==> src/rtl/switch_bus_driver_if.sv <==
// Register-port bus between the bring-up driver (master) and the switch (slave).
interface switch_bus_driver_if;
  logic [2:0]  address;
  logic [31:0] writedata;
  logic        write;
  logic        read;
  logic        chipselect;
  logic [31:0] readdata;

  modport master (
    output address, writedata, write, read, chipselect,
    input  readdata
  );

  modport slave (
    input  address, writedata, write, read, chipselect,
    output readdata
  );
endinterface

==> src/rtl/switch_bus_driver.sv <==
// switch_bus_driver: hardware stand-in for the switch's software driver.
// On start: load metadata words into ingress ports, set the experimenting
// bit, poll the egress readback for run_cycles clocks, clear the bit, and
// report how many non-zero words came back.
// Optional build macro SWITCH_DRIVER_LFSR_DST_EN: metadata dst field comes
// from a 16-bit LFSR instead of (src + 1) mod 4.
module switch_bus_driver #(
  parameter int META_BASE_ADDR = 0,
  parameter int CTRL_ADDR      = 4,
  parameter int RX_ADDR        = 5,
  parameter int POLL_GAP       = 3
) (
  input  logic                clk,
  input  logic                reset,
  input  logic                start,
  input  logic [15:0]         num_packets,
  input  logic [31:0]         run_cycles,
  output logic                busy,
  output logic                done,
  output logic [15:0]         rx_count,
  switch_bus_driver_if.master bus
);

  typedef enum logic [2:0] {S_IDLE, S_LOAD, S_START, S_RUN, S_STOP, S_DONE} state_t;

  state_t      state_q, state_d;
  logic        ph_q, ph_d;          // write phase: 0 = strobe cycle, 1 = idle cycle
  logic [15:0] k_q, k_d;            // index of the load write in flight
  logic [15:0] num_q, num_d;
  logic [31:0] cnt_q, cnt_d;        // holds run_cycles, counts down through RUN
  logic [3:0]  gcnt_q, gcnt_d;      // cycles since the last poll strobe
  logic        rd_pend_q;
  logic [15:0] rx_q;
  logic        busy_q, busy_d, done_q, done_d;
  logic [2:0]  addr_q, addr_d;
  logic [31:0] wdata_q, wdata_d;
  logic        wr_q, wr_d, rd_q, rd_d, cs_q, cs_d;

  logic        rx_clr, load_wr, ctrl_wr, ctrl_val, rd_iss;
  logic [15:0] k_iss;
  logic [1:0]  dst;

`ifdef SWITCH_DRIVER_LFSR_DST_EN
  localparam logic [15:0] LFSR_SEED = 16'hACE1;
  logic [15:0] lfsr_q, lfsr_d, lfsr_cur;

  // Fibonacci LFSR, x^16 + x^14 + x^13 + x^11 + 1, shifting right
  function automatic logic [15:0] lfsr_next(input logic [15:0] s);
    return {s[0] ^ s[2] ^ s[3] ^ s[5], s[15:1]};
  endfunction
`endif

  // Next state plus the registered bus/status values for the next cycle
  always_comb begin
    state_d  = state_q;
    ph_d     = ph_q;
    k_d      = k_q;
    num_d    = num_q;
    cnt_d    = cnt_q;
    gcnt_d   = gcnt_q;
    rx_clr   = 1'b0;
    load_wr  = 1'b0;
    k_iss    = k_q;
    ctrl_wr  = 1'b0;
    ctrl_val = 1'b0;
    rd_iss   = 1'b0;
    done_d   = 1'b0;

    case (state_q)
      S_IDLE: begin
        if (start) begin
          num_d  = num_packets;
          cnt_d  = run_cycles;
          k_d    = '0;
          ph_d   = 1'b0;
          rx_clr = 1'b1;
          if (num_packets == 16'd0) begin
            state_d  = S_START;
            ctrl_wr  = 1'b1;
            ctrl_val = 1'b1;
          end else begin
            state_d = S_LOAD;
            load_wr = 1'b1;
            k_iss   = '0;
          end
        end
      end
      S_LOAD: begin
        if (!ph_q) begin
          ph_d = 1'b1;
        end else begin
          ph_d = 1'b0;
          if (k_q + 16'd1 == num_q) begin
            state_d  = S_START;
            ctrl_wr  = 1'b1;
            ctrl_val = 1'b1;
          end else begin
            k_d     = k_q + 16'd1;
            k_iss   = k_q + 16'd1;
            load_wr = 1'b1;
          end
        end
      end
      S_START: begin
        if (!ph_q) begin
          ph_d = 1'b1;
        end else begin
          ph_d = 1'b0;
          if (cnt_q == 32'd0) begin
            state_d = S_STOP;
            ctrl_wr = 1'b1;
          end else begin
            state_d = S_RUN;
            rd_iss  = 1'b1;
            gcnt_d  = '0;
          end
        end
      end
      S_RUN: begin
        cnt_d = cnt_q - 32'd1;
        if (cnt_q == 32'd1) begin
          // a poll still in flight is sampled during STOP
          state_d = S_STOP;
          ph_d    = 1'b0;
          ctrl_wr = 1'b1;
        end else if (gcnt_q == 4'(POLL_GAP)) begin
          rd_iss = 1'b1;
          gcnt_d = '0;
        end else begin
          gcnt_d = gcnt_q + 4'd1;
        end
      end
      S_STOP: begin
        if (!ph_q) begin
          ph_d = 1'b1;
        end else begin
          ph_d    = 1'b0;
          state_d = S_DONE;
          done_d  = 1'b1;
        end
      end
      S_DONE: state_d = S_IDLE;
      default: state_d = S_IDLE;
    endcase

`ifdef SWITCH_DRIVER_LFSR_DST_EN
    lfsr_cur = (state_q == S_IDLE) ? LFSR_SEED : lfsr_q;
    dst      = lfsr_cur[1:0];
    lfsr_d   = load_wr ? lfsr_next(lfsr_cur) : lfsr_q;
`else
    dst      = k_iss[1:0] + 2'd1;
`endif

    busy_d  = (state_d != S_IDLE) && (state_d != S_DONE);
    addr_d  = '0;
    wdata_d = '0;
    cs_d    = 1'b0;
    wr_d    = 1'b0;
    rd_d    = 1'b0;
    if (load_wr) begin
      cs_d    = 1'b1;
      wr_d    = 1'b1;
      addr_d  = 3'(META_BASE_ADDR + int'(k_iss[1:0]));
      wdata_d = {k_iss, 12'h000, k_iss[1:0], dst};
    end else if (ctrl_wr) begin
      cs_d    = 1'b1;
      wr_d    = 1'b1;
      addr_d  = 3'(CTRL_ADDR);
      wdata_d = {31'h0, ctrl_val};
    end else if (rd_iss) begin
      cs_d    = 1'b1;
      rd_d    = 1'b1;
      addr_d  = 3'(RX_ADDR);
    end
  end

  // State register and registered outputs
  always_ff @(posedge clk or negedge reset) begin
    if (!reset) begin
      state_q <= S_IDLE;
      ph_q    <= 1'b0;
      k_q     <= '0;
      num_q   <= '0;
      cnt_q   <= '0;
      gcnt_q  <= '0;
      busy_q  <= 1'b0;
      done_q  <= 1'b0;
      addr_q  <= '0;
      wdata_q <= '0;
      wr_q    <= 1'b0;
      rd_q    <= 1'b0;
      cs_q    <= 1'b0;
`ifdef SWITCH_DRIVER_LFSR_DST_EN
      lfsr_q  <= LFSR_SEED;
`endif
    end else begin
      state_q <= state_d;
      ph_q    <= ph_d;
      k_q     <= k_d;
      num_q   <= num_d;
      cnt_q   <= cnt_d;
      gcnt_q  <= gcnt_d;
      busy_q  <= busy_d;
      done_q  <= done_d;
      addr_q  <= addr_d;
      wdata_q <= wdata_d;
      wr_q    <= wr_d;
      rd_q    <= rd_d;
      cs_q    <= cs_d;
`ifdef SWITCH_DRIVER_LFSR_DST_EN
      lfsr_q  <= lfsr_d;
`endif
    end
  end

  // Readback counter: readdata is valid the cycle after the read strobe
  always_ff @(posedge clk or negedge reset) begin
    if (!reset) begin
      rd_pend_q <= 1'b0;
      rx_q      <= '0;
    end else begin
      rd_pend_q <= rd_q;
      if (rx_clr)
        rx_q <= '0;
      else if (rd_pend_q && (bus.readdata != 32'd0) && (rx_q != 16'hFFFF))
        rx_q <= rx_q + 16'd1;
    end
  end

  assign busy           = busy_q;
  assign done           = done_q;
  assign rx_count       = rx_q;
  assign bus.address    = addr_q;
  assign bus.writedata  = wdata_q;
  assign bus.write      = wr_q;
  assign bus.read       = rd_q;
  assign bus.chipselect = cs_q;

endmodule
==> src/flat_wrapper.sv <==
// flat-port wrapper written by rule: the top's interface ports become plain ports
module switch_bus_driver_flat 
#(
  parameter int META_BASE_ADDR = 0,
  parameter int CTRL_ADDR      = 4,
  parameter int RX_ADDR        = 5,
  parameter int POLL_GAP       = 3
)
  (clk, reset, start, num_packets, run_cycles, busy, done, rx_count, bus_address, bus_writedata, bus_write, bus_read, bus_chipselect, bus_readdata);
  switch_bus_driver_if bus_i ();
  input  logic clk;
  input  logic reset;
  input  logic start;
  input  logic [15:0] num_packets;
  input  logic [31:0] run_cycles;
  output logic busy;
  output logic done;
  output logic [15:0] rx_count;
  output wire logic [$bits(bus_i.address)-1:0] bus_address;
  output wire logic [$bits(bus_i.writedata)-1:0] bus_writedata;
  output wire logic [$bits(bus_i.write)-1:0] bus_write;
  output wire logic [$bits(bus_i.read)-1:0] bus_read;
  output wire logic [$bits(bus_i.chipselect)-1:0] bus_chipselect;
  input wire logic [$bits(bus_i.readdata)-1:0] bus_readdata;
  assign bus_address = bus_i.address;
  assign bus_writedata = bus_i.writedata;
  assign bus_write = bus_i.write;
  assign bus_read = bus_i.read;
  assign bus_chipselect = bus_i.chipselect;
  assign bus_i.readdata = bus_readdata;
  switch_bus_driver #(.META_BASE_ADDR(META_BASE_ADDR), .CTRL_ADDR(CTRL_ADDR), .RX_ADDR(RX_ADDR), .POLL_GAP(POLL_GAP)) u_core (.clk(clk), .reset(reset), .start(start), .num_packets(num_packets), .run_cycles(run_cycles), .busy(busy), .done(done), .rx_count(rx_count), .bus(bus_i));
endmodule
==> config.mk <==
export PLATFORM = sky130hd
export DESIGN_NAME = switch_bus_driver_flat
export DESIGN_NICKNAME = d
export VERILOG_FILES = /design/src/rtl/switch_bus_driver_if.sv /design/src/rtl/switch_bus_driver.sv /design/src/flat_wrapper.sv
export SDC_FILE = /design/constraint.sdc
export NUM_CORES = 1
export LEC_CHECK = 0
export BUFFER_PORTS_ARGS = -buffer_cell sky130_fd_sc_hd__buf_2
export CORE_UTILIZATION = 56
export DETAILED_ROUTE_END_ITERATION = 8
export GPL_ROUTABILITY_DRIVEN = 0
export HOLD_SLACK_MARGIN = 0.06
export PLACE_DENSITY = 0.93
export SKIP_CTS_REPAIR_TIMING = 1
export SLEW_MARGIN = 20
export SYNTH_ARGS = -nofsm -noshare
export SYNTH_HDL_FRONTEND = slang
export SYNTH_SLANG_ARGS = --single-unit
==> constraint.sdc <==
create_clock -name clk -period 3.1 [get_ports clk]
set_input_delay 0.62 -clock clk [delete_from_list [all_inputs] [get_ports clk]]
set_output_delay 0.62 -clock clk [all_outputs]
set_load 0.02 [all_outputs]
Yosys cells after proc, flatten, opt, wreduce, memory -nomap -nowiden
Cells that the tools add are included.
Operators by class
  add/sub/neg operators: 5
  eq/ne operators: 14
  muxes and demuxes: 64
  reduce and logical (&&, ||, !) cells: 19
Operators by type and width (number)
  $mux 16: 7
  $mux 32: 2
  $pmux 16 s2: 2
  $pmux 32 s2: 1
  $add 16x1->16 const B: 2
  $eq 32x1->1 const B: 1
  $logic_not 32->1: 1
  $reduce_bool 32->1: 1
  $sub 32x1->32 const B: 1
  $mux 1: 30
  $mux 3: 10
  $eq 16x16->1: 1
  $logic_not 16->1: 1
  $mux 4: 4
  $ne 16x16->1 const B: 1
  $pmux 3 s5: 1
  $pmux 4 s2: 1
  $reduce_bool 2->1: 4
  $eq 3x2->1 const B: 2
  $ne 2x2->1 const B: 3
  $pmux 1 s2: 3
  $reduce_and 2->1: 3
  $reduce_bool 3->1: 2
  $add 4x1->4 const B: 1
  14 further kinds: 17
Word-level totals
  register bits: 129
  input port bits: 83
  output and inout port bits: 56
  word-level logic and storage cells: 117

Logic depth before layout (Yosys ltp)
Gate-level depths: netlist (run 1).
  depth in word-level cells: 7
  depth in mapped cells: 11
  gate-level depth less buffers: 9

Least setup slack after synthesis (run 1)
Ideal clock, no wire load.
  path kind: reg2reg
  start: reg u_core.k_q[1]
  end: reg u_core.wdata_q[29], in the netlist u_core.bus.writedata[29]
  library setup time: 0.119 ns
  arrival: 2.428 ns
  data required time: 2.981 ns
  path slack: 0.553 ns
  cell stages (with the launch flop): 11
  path buffers: 1
  clock period less this slack: 2.547 ns
  path through: dfrtp_1 -> ha_1 -> nor3b_1 -> o21a_1 -> o31ai_1 -> nor4_4 -> and4_1 -> buf_4 -> a2111oi_4 -> mux2i_1 -> nor2_1
On the way
  word-level cells in the longest chain between the ends: 6
  elaborated cells on any way between the ends: 9
  those cells by class: add/sub: 1; eq/ne: 1; mux: 7
Ends and longest elaborated chain
  from (decl): line switch_bus_driver.sv:28  | logic [15:0] k_q, k_d;
  from (signal assigned): line switch_bus_driver.sv:199  | k_q <= k_d;
  $add 16x1->16 (*): line switch_bus_driver.sv:93, switch_bus_driver.sv:99
  $eq 16x16->1: line switch_bus_driver.sv:93  | if (k_q + 16'd1 == num_q) begin
  $mux 16 / $mux 1 (equally long branches): line switch_bus_driver.sv:93
  $mux 16 / $mux 1 (equally long branches)
  $pmux 16 s2 / $pmux 1 s2 (equally long branches): line switch_bus_driver.sv:69  | case (state_q)
  $mux 32 (*): line switch_bus_driver.sv:160  | if (load_wr) begin
  named net u_core.wdata_d[29]: line switch_bus_driver.sv:36  | logic [31:0] wdata_q, wdata_d;
  to (signal assigned): line switch_bus_driver.sv:206  | wdata_q <= wdata_d;
  to (decl): line switch_bus_driver.sv:36
Mark *: on every way through the listed nets, which the timed path passes. The rest lies on a longest branch.
A chain may end at the register's enable or synchronous reset.

Worst setup path in the final report (run 1)
  start: reg u_core.k_q[1]
  end: reg u_core.wdata_q[1], in the netlist u_core.bus.writedata[1]
On the way
  word-level cells in the longest chain between the ends: 7
  elaborated cells on any way between the ends: 12
  those cells by class: add/sub: 2; eq/ne: 1; mux: 9
Ends and longest elaborated chain
  $add 16x1->16: line switch_bus_driver.sv:93, switch_bus_driver.sv:99
  $eq 16x16->1: line switch_bus_driver.sv:93
  $mux 16: line switch_bus_driver.sv:93
  $mux 16
  $pmux 16 s2: line switch_bus_driver.sv:69
  $add 2x1->2: line switch_bus_driver.sv:151  | dst = k_iss[1:0] + 2'd1;
  $mux 32 (*): line switch_bus_driver.sv:160
  named net u_core.wdata_d[1]: line switch_bus_driver.sv:36
Marked as above.

==> results of run 1 <==
where the power goes:
part	switching (mW)	total (mW)	internal [mW]	leakage [nW]
logic	0.0653	0.107	0.0421	2.07
registers	0.00000000366	1.49	1.49	1.42
clock network	0.669	2.02	1.35	0.290
total	0.735	3.61	2.88	3.78
critical path: cells and delay by family, from the launching register on:
| kind | cells | cell delay (ns) |
|---|---|---|
| fa+ha+maj | 1 | 0.31 |
| compound gates | 3 | 1.20 |
| mux | 1 | 0.22 |
| simple gates | 4 | 0.84 |
| flops | 1 | 0.45 |
cell families after synthesis:
logic type / count (synthesis) / share of synthesized area [%]
AO/OA/AOI/OAI: 156 / 15.7
flip-flops: 114 / 42.1
other: 1 / 0.0553
buffers and inverters: 73 / 5.68
AND/OR/NAND/NOR: 377 / 29.4
adder cells (fa/ha/maj): 5 / 0.923
XOR/XNOR: 38 / 5.22
multiplexers: 6 / 0.923
worst paths after layout:
| kind | endpoint | slack [ns] | cells after the start |
|---|---|---|---|
| min in group clk | u_core.cnt_q[4] | 0.41 | 3 |
| worst min-delay path | u_core.num_q[11] | 0.27 | 1 |
| worst min register to register | u_core.rd_pend_q | 0.43 | 0 |
| max in group asynchronous | u_core.bus.writedata[29] | 2.05 | 2 |
| worst max register to register | u_core.bus.writedata[1] | -0.02 | 9 |
| worst max-delay path | u_core.bus.writedata[1] | -0.02 | 9 |
stage by stage:
stage | total power, mW | instances | setup slack [ns] | utilization (%)
3_5_place_dp | 1.62 | 1012 | 0.183 | 64.4
2_1_floorplan | 1.54 | 781 | 0.553 | -
4_1_cts | 3.63 | 1042 | 0.157 | 69.6
6_report | 3.61 | 1045 | -0.0180 | 69.8
5_1_grt | 3.72 | 1045 | -0.0585 | 69.8
3_3_place_gp | 1.62 | 1012 | 0.291 | 64.4
flip-flops by register name, summed over array words and instances, names as in the netlist:
name                   flops
u_core.k_q                16
u_core.bus.write           1
u_core.cnt_q              32
u_core.busy                1
u_core.ph_q                1
u_core.bus.writedata      17
u_core.num_q              16
u_core.bus.chipselect      1
u_core.gcnt_q              4
u_core.done                1
u_core.bus.address         3
u_core.state_q             3
u_core.rd_pend_q           1
u_core.bus.read            1
u_core.rx_count           16
cell usage in the layout (no fill, tap or decap), types with 5 or more instances in the layout:
cell type / netlist / routed
a211oi_1: 5 / 5
a21oi_1: 39 / 39
a311oi_1: 7 / 7
a31oi_1: 10 / 10
and2_1: 6 / 6
and3_1: 10 / 10
buf_2: 11 / 125
buf_4: 22 / 23
clkbuf_16: 0 / 17
conb_1: 1 / 12
dfrtp_1: 114 / 114
ha_1: 5 / 5
inv_1: 14 / 14
nand2_1: 115 / 114
nand2b_1: 5 / 5
nand3_1: 34 / 34
nand4_1: 8 / 8
nor2_1: 79 / 79
nor2b_1: 11 / 11
nor3_1: 23 / 23
nor4_1: 21 / 21
o211ai_1: 9 / 9
o21ai_0: 30 / 30
o21ai_1: 5 / 5
o22ai_1: 6 / 6
o311ai_1: 5 / 5
or3_1: 10 / 10
or4_1: 6 / 6
xnor2_1: 20 / 20
xor2_1: 16 / 16
layer usage:
| metal | wire, um | GRT usage [%] | share of wire (%) |
|---|---|---|---|
| met5 | 0 | 0 | 0 |
| met1 | 7320 | 39.0 | 40 |
| met4 | 846 | 17.0 | 4.6 |
| met3 | 1310 | 6.97 | 7.1 |
| met2 | 9040 | 50.6 | 49 |
area by class of cell:
cell class,instances,area share [%]
timing repair buffer,149,10.1
clock inverter,11,2.01
multi-input combinational,594,44.4
clock buffer,19,5.46
inverter,15,0.694
sequential,114,35.2
tap,143,2.21
==> key figures, run 1 <==
Status
  • Status: finished with violations
  • Failing checks: DRC, setup timing

Route
  • Number of DRC markers in iteration 0: 580
  • DRC: 3
  • Wire per inst: 17.7 um
  • Via count: 6522
  • Detail Route Antenna Nets: 0
  • Initial DRT Pass Iterations: 9
  • WL final: 18500 um
  • Vias per cell: 6.24

Layout
  • Share of cells above drive strength 1: 24.6%
  • Area growth, synth to finish: 19.6%
  • Final net count: 979
  • Final Instance Area: 8110 um2
  • Storage cell area: 2850 um2
  • Diode count: 0
  • Area of the multi-input gates: 3600 um2
  • # fillers: 858

Timing
  • Fmax: 321 MHz
  • Period utilization: 101%
  • Hold Slack: 0.266 ns
  • Setup TNS: -0.0180 ns
  • Minimum clock period: 3.12 ns
  • Slew HR: 50.2%
  • Post-route setup slack: -0.0180 ns
  • Worst Skew: 0.00954 ns
  • Setup Viol. Count Final: 1
  • Fin. Hold Viols: 0
  • Final Max Slew Viols: 0
  • Worst slew pin tran: 0.747 ns

Job
  • Maxcap violations: 0

Setup path
  • Startpoint types: flop
  • FF-to-FF Start: u_core.k_q[1]
  • Slowest CP cell: a21boi_0
  • CP max FO: 7
  • CP peak stage delay: 0.61 ns
  • Crit path DAT: 3.44 ns
  • Crit Path Class: reg2reg
  • CP startpoint: u_core.k_q[1]
  • WP data required: 3.43 ns
  • CP Cell Sequence: ha_1 -> nor3b_1 -> o21a_1 -> o31ai_1 -> nor4_4 -> and4_2 -> a21boi_0 -> nand2_1 -> mux2i_1
  • Worst setup EP type: flop

Floorplan
  • Boundary Pins: 139
  • Die W: 112 um
  • Die Area: 12600 um2
  • Starting density of the core: 58.4%
  • Row count: 39
  • Die Ht: 112 um
  • Core area: 11600 um2

Power
  • Worst VDD drop: 0.307 mV
  • Leak Pwr: 3.78 nW
  • Pwr dens: 445 nW/um2

Global route
  • Grt total ovfl: 0
  • GRT Overall Usage: 31.2%
  • Largest net degree at the start of global routing: 58
  • Global-route wire length before repair: 30500 um
  • Number of global-route vias before repair: 6296
  • Initial antenna violation count: 0

Yosys
  • Sequential fraction of the synthesis area: 42.1%
  • Top-count cell post-synth: nand2_1
  • Post-synth EDFFs: 0
  • Mean Syn Cell Area: 8.81 um2
  • Synth area leader: dfrtp_1
  • Synthesized instance count: 770
  • Main synth FF type: dfrtp_1
  • Post-synth cell types: 86
  • Post-synth top cells: nand2_1, dfrtp_1, nor2_1
  • Synth top area share: 42.1%
  • Area contributors post-synth: dfrtp_1, nand2_1, nor2_1
  • Ys async rst share: 100%
  • YS warnings: 0
  • Register bit count reported by yosys: 114
  • Syn Std Cell Area: 6780 um2

Placed design
  • Port bufs: 126
  • Final HPWL DP: 12500 um
  • Placed cell area: 7470 um2

Clock tree
  • Clk slew on worst S/H paths: 0.05 ns
  • H-tree levels: 4
  • TritonCTS clock tree: built
  • Inserted Clock Buffers: 17
  • Clock Latency Late Sink: 0.42 ns
  • Clock Path Buffers: 2
  • CTS Sinks: 114
  • Root buf cell: clkbuf_16

Worst hold path
  • Hold Crit Class: in2async
No activity file was read; power rests on OpenSTA's default activity.
==> run 2: changes to the inputs <==
--- a/config.mk
+++ b/config.mk
@@ -11,6 +11,7 @@
 export GPL_ROUTABILITY_DRIVEN = 0
 export HOLD_SLACK_MARGIN = 0.06
 export PLACE_DENSITY = 0.93
+export RECOVER_POWER = 50
 export SKIP_CTS_REPAIR_TIMING = 1
 export SLEW_MARGIN = 20
 export SYNTH_ARGS = -nofsm -noshare
==> key figures, run 2 (synthesized netlist as in run 1, its figures left out) <==
Status
  • Status: finished with violations (unchanged)
  • Failing checks: DRC (was DRC, setup timing)

Route
  • WL final: 18500 um (about the same)
  • DRC: 3 (unchanged)
  • Detail Route Antenna Nets: 0 (unchanged)
  • Vias per cell: 6.26 (was 6.24)
  • Wire per inst: 17.7 um (about the same)
  • Number of DRC markers in iteration 0: 565 (was 580)
  • Via count: 6538 (was 6522)
  • Initial DRT Pass Iterations: 9 (unchanged)

Power
  • P_int: 2.88 mW (about the same)
  • Total power: 3.61 mW (about the same)
  • Clock Power Share: 55.8% (about the same)
  • Comb pwr share: 2.9% (was 3.0%)
  • Worst VDD drop: 0.305 mV (was 0.307 mV)
  • Pwr dens: 447 nW/um2 (was 445 nW/um2)
  • Switch Pwr: 732 uW (was 735 uW)
  • Switch share: 20.3% (about the same)
  • Sequential Power Share: 41.3% (was 41.2%)
  • Leak Pwr: 3.68 nW (was 3.78 nW)

Timing
  • Final Max Slew Viols: 0 (unchanged)
  • Period utilization: 99.7% (was 101%)
  • Slew HR: 5.38% (was 50.2%)
  • Setup Viol. Count Final: 0 (was 1)
  • Fmax: 323 MHz (was 321 MHz)
  • Minimum clock period: 3.09 ns (was 3.12 ns)
  • Worst Skew: 0.00925 ns (was 0.00954 ns)
  • Post-route setup slack: 0.00776 ns (was -0.0180 ns)
  • Setup TNS: 0 ns (was -0.0180 ns)
  • Fin. Hold Viols: 0 (unchanged)
  • Worst slew pin tran: 1.42 ns (was 0.747 ns)

Setup path
  • CP peak stage delay: 0.59 ns (was 0.61 ns)
  • CP Buf/Inv Count: 0 (unchanged)
  • Worst r2r dst: u_core.bus.writedata[1] (unchanged)
  • Crit path DAT: 3.42 ns (was 3.44 ns)
  • CP startpoint: u_core.k_q[1] (unchanged)
  • WP data required: 3.43 ns (about the same)
  • FF-to-FF Start: u_core.k_q[1] (unchanged)
  • Crit Path Class: reg2reg (unchanged)
  • CP max FO: 7 (unchanged)
  • R2R cell count: 9 (unchanged)
  • Worst setup EP type: flop (unchanged)
  • Delay-heaviest family, CP: compound AO/OA/AOI/OAI gates (unchanged)
  • Slowest CP cell: a21boi_0 (unchanged)
  • CP Cell Sequence: ha_1 -> nor3b_1 -> o21a_1 -> o31ai_1 -> nor4_4 -> and4_2 -> a21boi_0 -> nand2_1 -> mux2i_1 (unchanged)
  • Worst reg2reg setup slack: 0.008 ns (was -0.02 ns)
  • CP endpoint: u_core.bus.writedata[1] (unchanged)
  • Startpoint types: flop (unchanged)
  • Critical path depth: 9 (unchanged)

Clock tree
  • Root buf cell: clkbuf_16 (unchanged)
  • Inserted Clock Buffers: 17 (unchanged)
  • H-tree levels: 4 (unchanged)
  • CTS Sinks: 114 (unchanged)
  • Clk slew on worst S/H paths: 0.05 ns (about the same)
  • Clock Path Buffers: 2 (unchanged)
  • TritonCTS clock tree: built (unchanged)
  • Clock Latency Late Sink: 0.42 ns (about the same)

Worst hold path
  • Hold Crit Class: in2reg (was in2async)

Global route
  • Initial antenna violation count: 0 (unchanged)
  • GRT Overall Usage: 31.2% (unchanged)
  • Grt total ovfl: 0 (unchanged)
  • Number of global-route vias before repair: 6296 (unchanged)
  • Largest net degree at the start of global routing: 58 (unchanged)
  • Global-route wire length before repair: 30500 um (unchanged)

Layout
  • Most frequent cells in the layout: nand2_1, dfrtp_1, buf_2 (was buf_2, nand2_1, dfrtp_1)
  • Max reg flops: 32 (unchanged)
  • Finished Core Util: 69.4% (was 69.8%)
  • Area growth, synth to finish: 18.9% (was 19.6%)
  • Final net count: 979 (unchanged)
  • Most flop-heavy register: u_core.cnt_q (unchanged)
  • Share of cells above drive strength 1: 22.2% (was 24.6%)
  • Diode count: 0 (unchanged)
  • Post-route insts no fill: 1045 (unchanged)

Floorplan
  • Starting density of the core: 58.4% (unchanged)
  • Core area: 11600 um2 (unchanged)
  • Die Area: 12600 um2 (unchanged)
  • Row count: 39 (unchanged)
  • Boundary Pins: 139 (unchanged)
  • Die Ht: 112 um (unchanged)
  • Die W: 112 um (unchanged)

Job
  • Maxcap violations: 0 (unchanged)

Placed design
  • Placed Cells: 1012 (unchanged)
  • Dpl ws: 0.183 ns (unchanged)
  • Port bufs: 126 (unchanged)
  • Final HPWL DP: 12500 um (unchanged)
-- run 2: how the worst min path moves through the flow --
stage / end / cells past startpoint / slack, ns / startpoint
6_report: u_core.cnt_q[4] / 3 / 0.41 / run_cycles[4]
5_1_grt: u_core.num_q[5] / 3 / 0.41 / num_packets[5]
4_1_cts: u_core.num_q[13] / 1 / 0.29 / reset
3_5_place_dp: u_core.rd_pend_q / 0 / 0.41 / u_core.bus.read
3_3_place_gp: u_core.rd_pend_q / 0 / 0.42 / u_core.bus.read
2_1_floorplan: u_core.bus.address[0] / 0 / 0.32 / reset
-- run 2: layout make-up --
type / instances / area (um2)
clock inverters: 11 / 163
clock buffers: 19 / 443
fillers: 874 / 3550
flip-flops and latches: 114 / 2850
multi-input cells: 594 / 3600
inverters: 15 / 56.3
repair buffers: 149 / 768
well taps: 143 / 179
-- run 2: power by group through the flow --
stage | sequential [mW] | clock [mW] | combinational (mW)
after global routing | 1.49 | 2.11 | 0.115
after global placement | 1.52 | 0 | 0.105
after CTS | 1.49 | 2.03 | 0.108
after floorplan | 1.52 | 0 | 0.0275
final | 1.49 | 2.01 | 0.104
after detailed placement | 1.52 | 0 | 0.107
-- run 2: layer usage --
metal / vias up / part of all wire, % / global-route usage (%)
li1: 2982 / - / -
met3: 73 / 7.4 / 6.97
met2: 356 / 49 / 50.6
met4: 0 / 4.3 / 17.0
met5: - / 0 / 0
met1: 3127 / 39 / 39.0
-- run 2: worst min-delay path: cells and delay by family --
kind / cells / cell delay [ns]
buffers and inverters: 1 / 0.08
AND/OR/NAND/NOR: 2 / 0.09
-- run 2: through the flow --
stage / hold slack (ns) / area, um2
floorplan: 0.324 / 6820
global placement: 0.422 / 7470
detailed placement: 0.408 / 7470
CTS: 0.287 / 8080
global route: 0.406 / 8060
finish: 0.408 / 8060
